[config.mk]
export PLATFORM = sky130hd
export DESIGN_NAME = paddle_ctl
export DESIGN_NICKNAME = d
export VERILOG_FILES = /design/src/rtl/vga_pkg.sv /design/src/rtl/paddle_slew.sv /design/src/rtl/paddle_ctl.sv
export SDC_FILE = /design/constraint.sdc
export NUM_CORES = 1
export LEC_CHECK = 0
export CORE_ASPECT_RATIO = 1.2
export CORE_UTILIZATION = 40
export CTS_BUF_LIST = sky130_fd_sc_hd__clkbuf_4 sky130_fd_sc_hd__clkbuf_8
export DETAILED_ROUTE_END_ITERATION = 10
export PLACE_DENSITY = 0.71
export SLEW_MARGIN = 30
export SYNTH_ARGS = -nofsm -noshare
export SYNTH_HDL_FRONTEND = slang
export SYNTH_SLANG_ARGS = --single-unit
[constraint.sdc]
create_clock -name clk65MHz -period 3.7 [get_ports clk65MHz]
set_clock_uncertainty 0.05 [all_clocks]
set_input_delay 0.74 -clock clk65MHz [delete_from_list [all_inputs] [get_ports clk65MHz]]
set_output_delay 0.74 -clock clk65MHz [all_outputs]
set_load 0.02 [all_outputs]
[src/rtl/vga_pkg.sv]
// Shared game-mode encoding, paddle controller states and default screen geometry.
package vga_pkg;

    typedef enum logic [1:0] {
        MODE_IDLE   = 2'd0,
        MODE_SINGLE = 2'd1,
        MODE_MULTI  = 2'd2
    } mode_e;

    typedef enum logic [1:0] {
        ST_IDLE   = 2'd0,
        ST_SINGLE = 2'd1,
        ST_MULTI  = 2'd2
    } paddle_st_e;

    localparam int PADDLE_H_DEF       = 128;
    localparam int Y_MAX_DEF          = 768;
    localparam int STEP_DEF           = 8;
    localparam int AI_STEP_DEF        = 4;
    localparam int TIMEOUT_FRAMES_DEF = 4;
    localparam int POS_W_DEF          = 10;

    // The unused encoding 3 falls back to idle.
    function automatic paddle_st_e mode_to_state(input logic [1:0] mode);
        case (mode)
            MODE_SINGLE: return ST_SINGLE;
            MODE_MULTI:  return ST_MULTI;
            default:     return ST_IDLE;
        endcase
    endfunction

endpackage

[src/rtl/paddle_slew.sv]
// Turns a centre-line request into a clamped paddle-top target and steps the
// current position toward it by at most STEP pixels.
module paddle_slew
    import vga_pkg::*;
#(
    parameter int PADDLE_H = PADDLE_H_DEF,
    parameter int Y_MAX    = Y_MAX_DEF,
    parameter int STEP     = STEP_DEF,
    parameter int POS_W    = POS_W_DEF
) (
    input  logic [11:0]      pos,
    input  logic [POS_W-1:0] cur,
    output logic [POS_W-1:0] nxt
);

    localparam logic signed [12:0] HALF = 13'(PADDLE_H / 2);
    localparam logic signed [12:0] LIM  = 13'(Y_MAX - PADDLE_H);
    localparam logic signed [12:0] STP  = 13'(STEP);

    logic signed [12:0] tgt;
    logic signed [12:0] cur_s;
    logic signed [12:0] diff;

    always_comb begin
        tgt = $signed({1'b0, pos}) - HALF;
        if (tgt[12]) begin
            tgt = '0;
        end else if (tgt > LIM) begin
            tgt = LIM;
        end
        cur_s = $signed(13'(cur));
        diff  = tgt - cur_s;
        if (diff > STP) begin
            nxt = POS_W'(cur_s + STP);
        end else if (diff < -STP) begin
            nxt = POS_W'(cur_s - STP);
        end else begin
            nxt = POS_W'(tgt);
        end
    end

endmodule

[src/rtl/paddle_ctl.sv]
// Per-frame paddle position controller: mouse-driven player 1, AI or remote
// player 2, peer-link transmit pulse and remote timeout detection.
module paddle_ctl
    import vga_pkg::*;
#(
    parameter int PADDLE_H       = PADDLE_H_DEF,
    parameter int Y_MAX          = Y_MAX_DEF,
    parameter int STEP           = STEP_DEF,
    parameter int AI_STEP        = AI_STEP_DEF,
    parameter int TIMEOUT_FRAMES = TIMEOUT_FRAMES_DEF,
    parameter int POS_W          = POS_W_DEF
) (
    input  logic             clk65MHz,
    input  logic             rst_n,
    input  logic             frame_tick,
    input  logic [1:0]       mode,
    input  logic [11:0]      mouse_ypos,
    input  logic [POS_W-1:0] ball_y,
    input  logic [POS_W-1:0] remote_pos,
    input  logic             remote_valid,
    output logic [POS_W-1:0] p1_y,
    output logic [POS_W-1:0] p2_y,
    output logic [POS_W-1:0] tx_pos,
    output logic             tx_valid,
    output logic             link_lost,
    output logic [1:0]       dbg_state
);

    localparam logic [POS_W-1:0] CENTRE = POS_W'((Y_MAX - PADDLE_H) / 2);
    localparam logic [POS_W-1:0] LIM    = POS_W'(Y_MAX - PADDLE_H);
    localparam int               CNT_W  = $clog2(TIMEOUT_FRAMES + 1);
    localparam logic [CNT_W-1:0] TO     = CNT_W'(TIMEOUT_FRAMES);

    paddle_st_e       state;
    paddle_st_e       st_nxt;
    logic [POS_W-1:0] p1_nxt;
    logic [POS_W-1:0] p2_nxt;
    logic [POS_W-1:0] rem_q;
    logic             rem_pend;
    logic [POS_W-1:0] rem_src;
    logic [POS_W-1:0] rem_sat;
    logic [CNT_W-1:0] cnt;
    logic [CNT_W-1:0] cnt_inc;
    logic             tick_d1;

    paddle_slew #(.PADDLE_H(PADDLE_H), .Y_MAX(Y_MAX), .STEP(STEP), .POS_W(POS_W)) u_p1_slew (
        .pos (mouse_ypos),
        .cur (p1_y),
        .nxt (p1_nxt)
    );

    paddle_slew #(.PADDLE_H(PADDLE_H), .Y_MAX(Y_MAX), .STEP(AI_STEP), .POS_W(POS_W)) u_p2_slew (
        .pos (12'(ball_y)),
        .cur (p2_y),
        .nxt (p2_nxt)
    );

    // Mode only matters at frame start; a value arriving with the tick wins over the latch.
    assign st_nxt    = frame_tick ? mode_to_state(mode) : state;
    assign rem_src   = remote_valid ? remote_pos : rem_q;
    assign rem_sat   = (rem_src > LIM) ? LIM : rem_src;
    assign cnt_inc   = (cnt == TO) ? TO : cnt + CNT_W'(1);
    assign dbg_state = state;

    always_ff @(posedge clk65MHz or negedge rst_n) begin
        if (!rst_n) begin
            state     <= ST_IDLE;
            p1_y      <= CENTRE;
            p2_y      <= CENTRE;
            tx_pos    <= CENTRE;
            tx_valid  <= 1'b0;
            link_lost <= 1'b0;
            rem_q     <= '0;
            rem_pend  <= 1'b0;
            cnt       <= '0;
            tick_d1   <= 1'b0;
        end else begin
            state    <= st_nxt;
            tx_valid <= 1'b0;
            tick_d1  <= frame_tick && (st_nxt == ST_MULTI);

            if (remote_valid) begin
                rem_q    <= remote_pos;
                rem_pend <= 1'b1;
            end

            if (frame_tick) begin
                case (st_nxt)
                    ST_SINGLE: begin
                        p1_y <= p1_nxt;
                        p2_y <= p2_nxt;
                    end
                    ST_MULTI: begin
                        p1_y <= p1_nxt;
                        if (remote_valid || rem_pend) begin
                            p2_y     <= rem_sat;
                            rem_pend <= 1'b0;
                        end
                    end
                    default: begin
                        p1_y <= CENTRE;
                        p2_y <= CENTRE;
                    end
                endcase
            end

            // p1_y has settled one cycle after the tick, so it is sent then.
            if (tick_d1 && (state == ST_MULTI)) begin
                tx_valid <= 1'b1;
                tx_pos   <= p1_y;
            end

            if (st_nxt != ST_MULTI) begin
                cnt       <= '0;
                link_lost <= 1'b0;
                rem_pend  <= 1'b0;
            end else if (remote_valid) begin
                cnt       <= '0;
                link_lost <= 1'b0;
            end else if (frame_tick) begin
                cnt       <= cnt_inc;
                link_lost <= (cnt_inc == TO);
            end
        end
    end

endmodule

==> results.cfg, run 1 <==
[drt]
route.detailed.wl_per_inst_um = 16.34
antenna_left = 0
routed-via-count = 5350
met3_wirelength_um = 565
route.met2.wl_um = 8451
dr.max_layer_used = met4
finalWirelength_um = 15710
drt-met1-wl_um = 6055
vias_per_cell = 5.567
firstDrtPassIters = 5
drtIter0Drc = 279
drc_errors_left = 0

[critical_path]
timing_worst_setup_path_type = in2reg
worst_ep_arrival_time_ps = 4660
regToRegSetupSlack_ps = 110
crit_path_max_fanout = 5
worst-endpoint-required_ps = 3840
timing.critical_path.from_type = input pin
cp-end-kind = flip-flop

[power_and_ir_drop]
power.total_w = 0.003310
powerDensity_nw_per_um2 = 440.8
max-vdd-ir-drop_v = 0.0002229
total_leakage_power_nw = 3.289

[sta]
finalCritPeriodShare_pct = 122.1
finalSetupViolCount = 20
max_freq_ghz = 0.2214
holdWs_ps = 379.1
slew_headroom_pct = 47.81
report.final.slew_viol_count = 0
final_critical_path_setup_slack_ps = -816.3
rsz_0062_raised_after_global_routing = true
finalHoldViolations = 0
tightest_slew_ps = 780.7
period_minus_slack_ps = 4516

[place]
place.detailed.hpwl_um = 12240
place_worst_setup_slack_ps = -1592
input_output_buffers = 71
place_congestion = 0.9191
placedInstanceArea_um2 = 6799

[final_layout]
num-nets-final = 873
design_area_final_um2 = 7508
diodes_inserted = 0
regArea_um2 = 1234
multi_input_area_um2 = 3744
ratio_of_cells_with_drive_above_1_in_the_final_layout_pct = 37.94
filler_cell_count = 974
fin_util_pct = 64.61
layout-area-overhead-vs-synth_pct = 55.87

[cts]
cts_inserted_buffers = 5
ctsLongestPathBuffers = 2
clock_latency_ps = 310
clk_pin_slew_worst_paths_ps = 90
cts.sink_count = 49
cts_tree = done
postCtsHoldBufs = 0
cts_max_level = 2
clock_tree.root_cell = clkbuf_8

[floorplan]
i_o_pin_count = 72
placement_rows = 43
chipHeight_um = 122.2
initial_utilization_pct = 41.45
die-area_um2 = 12490
fp.dieW_um = 102.2
core_area_um2 = 11620

[run]
max-cap-violations = 0

[yosys]
syn_area_um2 = 4817
dominantRegCellSynth = dfrtp_1
synthDistinctLibCells = 85
synth_enable_flop_cells = 0
postSynthCellCount = 578
postSynthNetCount = 648
synth-warning-count = 0
post_synth.cell_area_avg_um2 = 8.334
ys_async_sr_fraction_pct = 100.0
synth.ff_latch_count = 49
synth-seq-area-share_pct = 25.61

[global_route]
grt_pass1_wl_um = 25750
number_of_antenna_violations_at_the_first_check_in_global_routing = 0
grtUsageTotal_pct = 26.23
number_of_global_route_vias_before_repair = 5385
grt_remaining_overflow = 0
largest_net_degree_at_the_start_of_global_routing = 48

[status]
run_status = finished with violations
failing_checks = setup timing

[worst_hold_path]
timing.hold.worst.class = in2async
[sequential cells by signal, summed over array words and instances, names as in the netlist]
name       cells
cnt            3
dbg_state      2
link_lost      1
p1_y          10
p2_y          10
rem_pend       1
rem_q         10
tick_d1        1
tx_pos        10
tx_valid       1
[worst max-delay path, cell delays in order]
cell	delay, ps
buf_8	100
buf_6	120
buf_6	110
o21bai_1	140
a21o_2	150
and2_4	170
nor2_4	50
nand2_4	80
ha_4	140
inv_2	40
fa_2	390
a211o_1	290
a21oi_2	190
buf_4	160
xnor2_4	80
or4_4	410
o211ai_2	90
nand3_2	120
o41ai_4	420
buf_4	210
or2b_1	230
nand4b_1	110
o311ai_2	100
[timing repair]
item,CTS,global route
setup buffers,22,5
hold endpoints to repair,0,0
pin swaps,50,39
resized for setup,124,31
gates cloned,1,0
endpoints found under the setup margin,20,20
[synth_stat cells (all sizes together), types with 3 or more instances]
library cell,count,area [um2]
dfrtp,43,1076
mux2,10,112.6
xor2,5,43.79
o21bai,3,33.78
a221o,5,50.05
nor3,25,135.1
a21oi,37,188.9
inv,50,187.7
o311ai,4,35.03
o21a,6,45.04
nor2,41,153.9
a211oi,9,67.56
nand3,25,125.1
a21boi,4,30.03
a21o,7,53.80
nand2,39,146.4
o22ai,5,31.28
nor2b,6,37.54
a311o,5,51.30
xnor2,19,166.4
nor4b,4,50.05
a22oi,9,72.57
and2,15,97.60
mux2i,12,120.1
o31ai,6,58.81
nor4,3,18.77
or2,6,37.54
and3,6,37.54
a31oi,6,43.79
ha,30,375.4
dfstp,6,157.7
a2bb2oi,3,26.28
buf,10,93.83
o21ai,41,227.7
clkbuf,11,41.29
nor3b,6,45.04
o2111ai,3,26.28
o211ai,5,42.54
nand2b,3,18.77
a211o,4,35.03
[logic make-up (layout without fill, tap and decap cells)]
group / after synthesis / count (layout) / share of synthesized area [%]
AO/OA/AOI/OAI: 183 / 183 / 28.18
XOR/XNOR: 24 / 24 / 4.364
adder cells (fa/ha/maj): 32 / 32 / 8.623
flip-flops: 49 / 49 / 25.61
multiplexers: 22 / 22 / 4.831
AND/OR/NAND/NOR: 195 / 195 / 21.53
buffers and inverters: 73 / 299 / 6.857
[routing by layer]
layer | global-route usage (%) | vias to the layer above
met1 | 29.76 | 2593
met5 | 0 | -
met2 | 48.62 | 141
met4 | 12.05 | 0
met3 | 2.790 | 39
li1 | - | 2577
[stage by stage]
step | instances | TNS [ps]
floorplan | 578 | -16360
global placement | 926 | -27860
detailed placement | 926 | -29900
CTS | 956 | -12980
global route | 961 | -17130
finish | 961 | -14490
[final timing paths]
kind                                             from               endpoint  depth (start not counted)
worst max-delay path                    mouse_ypos[6]    p1_y[4]$_DFFE_PN0P_                         23
worst min-delay path                            rst_n  tx_pos[3]$_DFFE_PN0P_                          1
worst max register to register    p1_y[0]$_DFFE_PN0P_    p1_y[4]$_DFFE_PN0P_                         15
worst min register to register  tx_pos[0]$_DFFE_PN0P_  tx_pos[0]$_DFFE_PN0P_                          2
max in group asynchronous                       rst_n    p1_y[6]$_DFFE_PN1P_                          2
min in group clk65MHz           tx_pos[0]$_DFFE_PN0P_  tx_pos[0]$_DFFE_PN0P_                          2
[power by group]
part           total (W)  leakage, nW  internal [W]  switching, W
Sequential      0.000714        0.633      0.000631     0.0000829
Combinational    0.00218         2.60       0.00105       0.00113
Clock           0.000411       0.0574      0.000220      0.000191
Total            0.00331         3.29       0.00190       0.00141
[cell type report]
cell class | count | share of cell area, %
Inverter | 52 | 2.933
Clock inverter | 2 | 0.4999
Tap cell | 157 | 2.616
Multi-Input combinational cell | 456 | 49.86
Sequential cell | 49 | 16.43
Clock buffer | 6 | 1.100
Timing Repair Buffer | 239 | 26.56
[cells in the final DEF, fill, tap and decap left out, drive strengths merged, types with 5 or more instances in the layout]
| cell | n |
|---|---|
| a22oi | 9 |
| mux2 | 10 |
| xor2 | 5 |
| clkbuf | 8 |
| a31oi | 6 |
| nor2 | 41 |
| a211oi | 9 |
| and3 | 6 |
| a221o | 5 |
| o22ai | 5 |
| a21oi | 37 |
| o211ai | 5 |
| inv | 50 |
| ha | 30 |
| o21ai | 41 |
| nor3b | 6 |
| and2 | 15 |
| dfrtp | 43 |
| nand2 | 39 |
| nor3 | 25 |
| mux2i | 12 |
| dlygate4sd2 | 9 |
| o21a | 6 |
| buf | 178 |
| a21o | 7 |
| o31ai | 6 |
| nor2b | 6 |
| or2 | 6 |
| dfstp | 6 |
| nand3 | 25 |
| a311o | 5 |
| xnor2 | 19 |
| clkdlybuf4s50 | 49 |
No activity file was read; power rests on OpenSTA's default activity.
==> inputs of run 2 (changes only) <==
Settings changed: PLACE_DENSITY 0.71 to 0.72, SYNTH_HIERARCHICAL set to 1.
==> run 2 against run 1 <==
  * The run still ends with setup timing left
  * Critical path depth is 3 higher
  * Fmax fell by 3.1%
  * Critical endpoint is now p2_y[4]$_DFFE_PN0P_
  * Die area is 5.2% lower
  * Core utilization is 2.0 points higher
  * Total power down 21%
  * First-iteration DRC count decreased by 9.0%
  * Non-clock buffer count fell by 18
  * Critical path type unchanged
  * Wire length is 6.1% lower
  * Synthesized cell count decreased by 12%
==> results.cfg, run 2 <==
[yosys]
synthDistinctLibCells = 85
postSynthCellCount = 511
ys_async_sr_fraction_pct = 100.0
synth_enable_flop_cells = 0
synth.ff_latch_count = 49
yosys-top-cells-area = dfrtp_1 24%, ha_1 8.8%, inv_1 4.2%, dfstp_2 3.5%, mux2_2 3.5%
syn_area_um2 = 4564
synth.largest_area_cell = dfrtp_1
synth-warning-count = 6
most_frequent_cell_after_synthesis = inv_1
proportion_of_netlist_area_held_by_the_largest_area_contributor_pct = 23.57
synth.top_cells.by_count = 51 x inv_1, 43 x dfrtp_1, 32 x ha_1, 32 x nand2_1, 31 x nor2_1
post_synth.cell_area_avg_um2 = 8.932
dominantRegCellSynth = dfrtp_1
synth-seq-area-share_pct = 27.03

[status]
failing_checks = setup timing
run_status = finished with violations

[cts]
ctsLongestPathBuffers = 2
cts_max_level = 2
cts_tree = done
clk_pin_slew_worst_paths_ps = 90
cts.sink_count = 49
clock_latency_ps = 310
postCtsHoldBufs = 0
clock_tree.root_cell = clkbuf_8
cts_inserted_buffers = 5

[sta]
finalCritPeriodShare_pct = 126.0
period_minus_slack_ps = 4662
report.final.slew_viol_count = 0
rsz_0062_raised_after_global_routing = true
final_critical_path_setup_slack_ps = -962.0
finalSetupViolCount = 20
tightest_slew_ps = 838.8
slew_headroom_pct = 44.08
holdWs_ps = 457.0
finalHoldViolations = 0
max_freq_ghz = 0.2145

[critical_path]
regToRegSetupSlack_ps = 80
timing.critical_path.depth = 26
critPathLaunch = ball_y[7]
crit_path_max_incr_delay_ps = 380
setup.worst_path.end = p2_y[4]$_DFFE_PN0P_
worst_reg2reg_path_length_in_cells = 17
worst_path_bufs_invs = 8
crit_path_max_fanout = 4
crit_family = compound AO/OA/AOI/OAI gates
reg2reg_from = p2_y[1]$_DFFE_PN0P_
worst-endpoint-required_ps = 3840
crit_path_frequent_cell = buf_4
timing.rr.end = p2_y[4]$_DFFE_PN0P_
worst_ep_arrival_time_ps = 4800
cp-end-kind = flip-flop
timing_worst_setup_path_type = in2reg
timing.critical_path.from_type = input pin
cpMaxStageDelayCell = a2111oi_4

[drt]
routed-via-count = 4890
vias_per_cell = 5.488
antenna_left = 0
route.detailed.wl_per_inst_um = 16.55
finalWirelength_um = 14750
drtIter0Drc = 254
drc_errors_left = 0
firstDrtPassIters = 5

[worst_hold_path]
timing.hold.worst.class = reg2reg
worst_hold_path_stage_count = 2

[global_route]
grt_pass1_wl_um = 23620
grt_remaining_overflow = 0
number_of_antenna_violations_at_the_first_check_in_global_routing = 0
grtUsageTotal_pct = 24.69
largest_net_degree_at_the_start_of_global_routing = 39
number_of_global_route_vias_before_repair = 5105

[power_and_ir_drop]
powerDensity_nw_per_um2 = 352.7
total_leakage_power_nw = 3.292
max-vdd-ir-drop_v = 0.0002357

[final_layout]
diodes_inserted = 0
layout-area-overhead-vs-synth_pct = 61.71
filler_cell_count = 822
num-nets-final = 808
final_common_cell = buf_4
mostFrequentLayoutCells = 140 x buf_4, 50 x clkdlybuf4s50_1, 43 x dfrtp_1, 42 x inv_1
ratio_of_cells_with_drive_above_1_in_the_final_layout_pct = 42.61

[place]
place.detailed.hpwl_um = 10630
place_congestion = 0.9153
place_worst_setup_slack_ps = -1948
input_output_buffers = 71

[floorplan]
fp.dieW_um = 99.52
die-area_um2 = 11840
chipHeight_um = 119.0
i_o_pin_count = 72
core_area_um2 = 11090
initial_utilization_pct = 41.16
placement_rows = 42

[run]
max-cap-violations = 0
==> run 2: worst min-delay path by stage <==
stage / end / startpoint / slack [ps]
after global placement: tx_pos[9]$_DFFE_PN0P_ / tx_pos[9]$_DFFE_PN0P_ / 430
after CTS: tx_pos[9]$_DFFE_PN0P_ / tx_pos[9]$_DFFE_PN0P_ / 460
final: tx_pos[9]$_DFFE_PN0P_ / tx_pos[9]$_DFFE_PN0P_ / 460
after floorplan: cnt[0]$_DFFE_PN0P_ / rst_n / 390
after detailed placement: tx_pos[9]$_DFFE_PN0P_ / tx_pos[9]$_DFFE_PN0P_ / 440
after global routing: tx_pos[1]$_DFFE_PN0P_ / tx_pos[1]$_DFFE_PN0P_ / 490
==> run 2: cell families (layout without fill, tap and decap cells) <==
logic type,count (synthesis),in the layout,synth area share [%]
AO/OA/AOI/OAI,137,137,24.29
XOR/XNOR,27,27,5.181
adder cells (fa/ha/maj),34,34,9.649
buffers and inverters,64,282,5.537
flip-flops,49,49,27.03
multiplexers,29,30,7.566
other,1,8,0.08216
AND/OR/NAND/NOR,170,170,20.67
==> run 2: metal layers <==
metal | part of all wire [%] | vias up | wire length, um | track usage [%]
met1 | 38 | 2350 | 5632 | 27.14
met3 | 2.8 | 55 | 416 | 1.643
met5 | 0 | - | 0 | 0
met4 | 4.0 | 0 | 591 | 11.86
met2 | 55 | 149 | 8106 | 47.31
li1 | - | 2336 | - | -
==> run 2: stage by stage <==
step	power (W)	area [um2]	utilization [%]	setup TNS [ps]	instances
final	0.002604	7381	66.57	-16840	891
after global routing	0.002747	7381	66.57	-20450	891
after CTS	0.002498	7151	64.49	-15130	878
after detailed placement	0.002004	6469	58.34	-34100	848
after global placement	0.001969	6469	58.34	-31360	848
after floorplan	0.001450	4755	-	-12290	518
==> run 2: area by class of cell <==
cell class,count,area (um2),area share (%)
clock inverters,3,21.27,0.2882
flip-flops and latches,49,1234,16.71
clock buffers,5,68.82,0.9324
repair buffers,221,1881,25.48
inverters,53,219.0,2.967
well taps,154,192.7,2.611
multi-input cells,406,3765,51.01
==> run 2: where the power goes <==
part	internal [W]	total, W	switching, W
registers	0.000613	0.000662	0.0000495
logic	0.000800	0.00161	0.000814
clock network	0.000135	0.000327	0.000193
total	0.00155	0.00260	0.00106
==> run 2: what timing repair did <==
item,4_1_cts,5_1_grt
pin swaps,65,31
resized for setup,147,30
gates cloned,1,0
setup endpoints to repair,20,20
setup buffers,22,14
==> run 2: worst reg2reg max path, delay by kind of cell, from the launching register on <==
| kind | cells | cell delay [ps] |
|---|---|---|
| adder cells (fa/ha/maj) | 1 | 430 |
| flip-flops | 1 | 430 |
| buffers and inverters | 5 | 660 |
| AO/OA/AOI/OAI | 8 | 1310 |
| AND/OR/NAND/NOR | 3 | 620 |
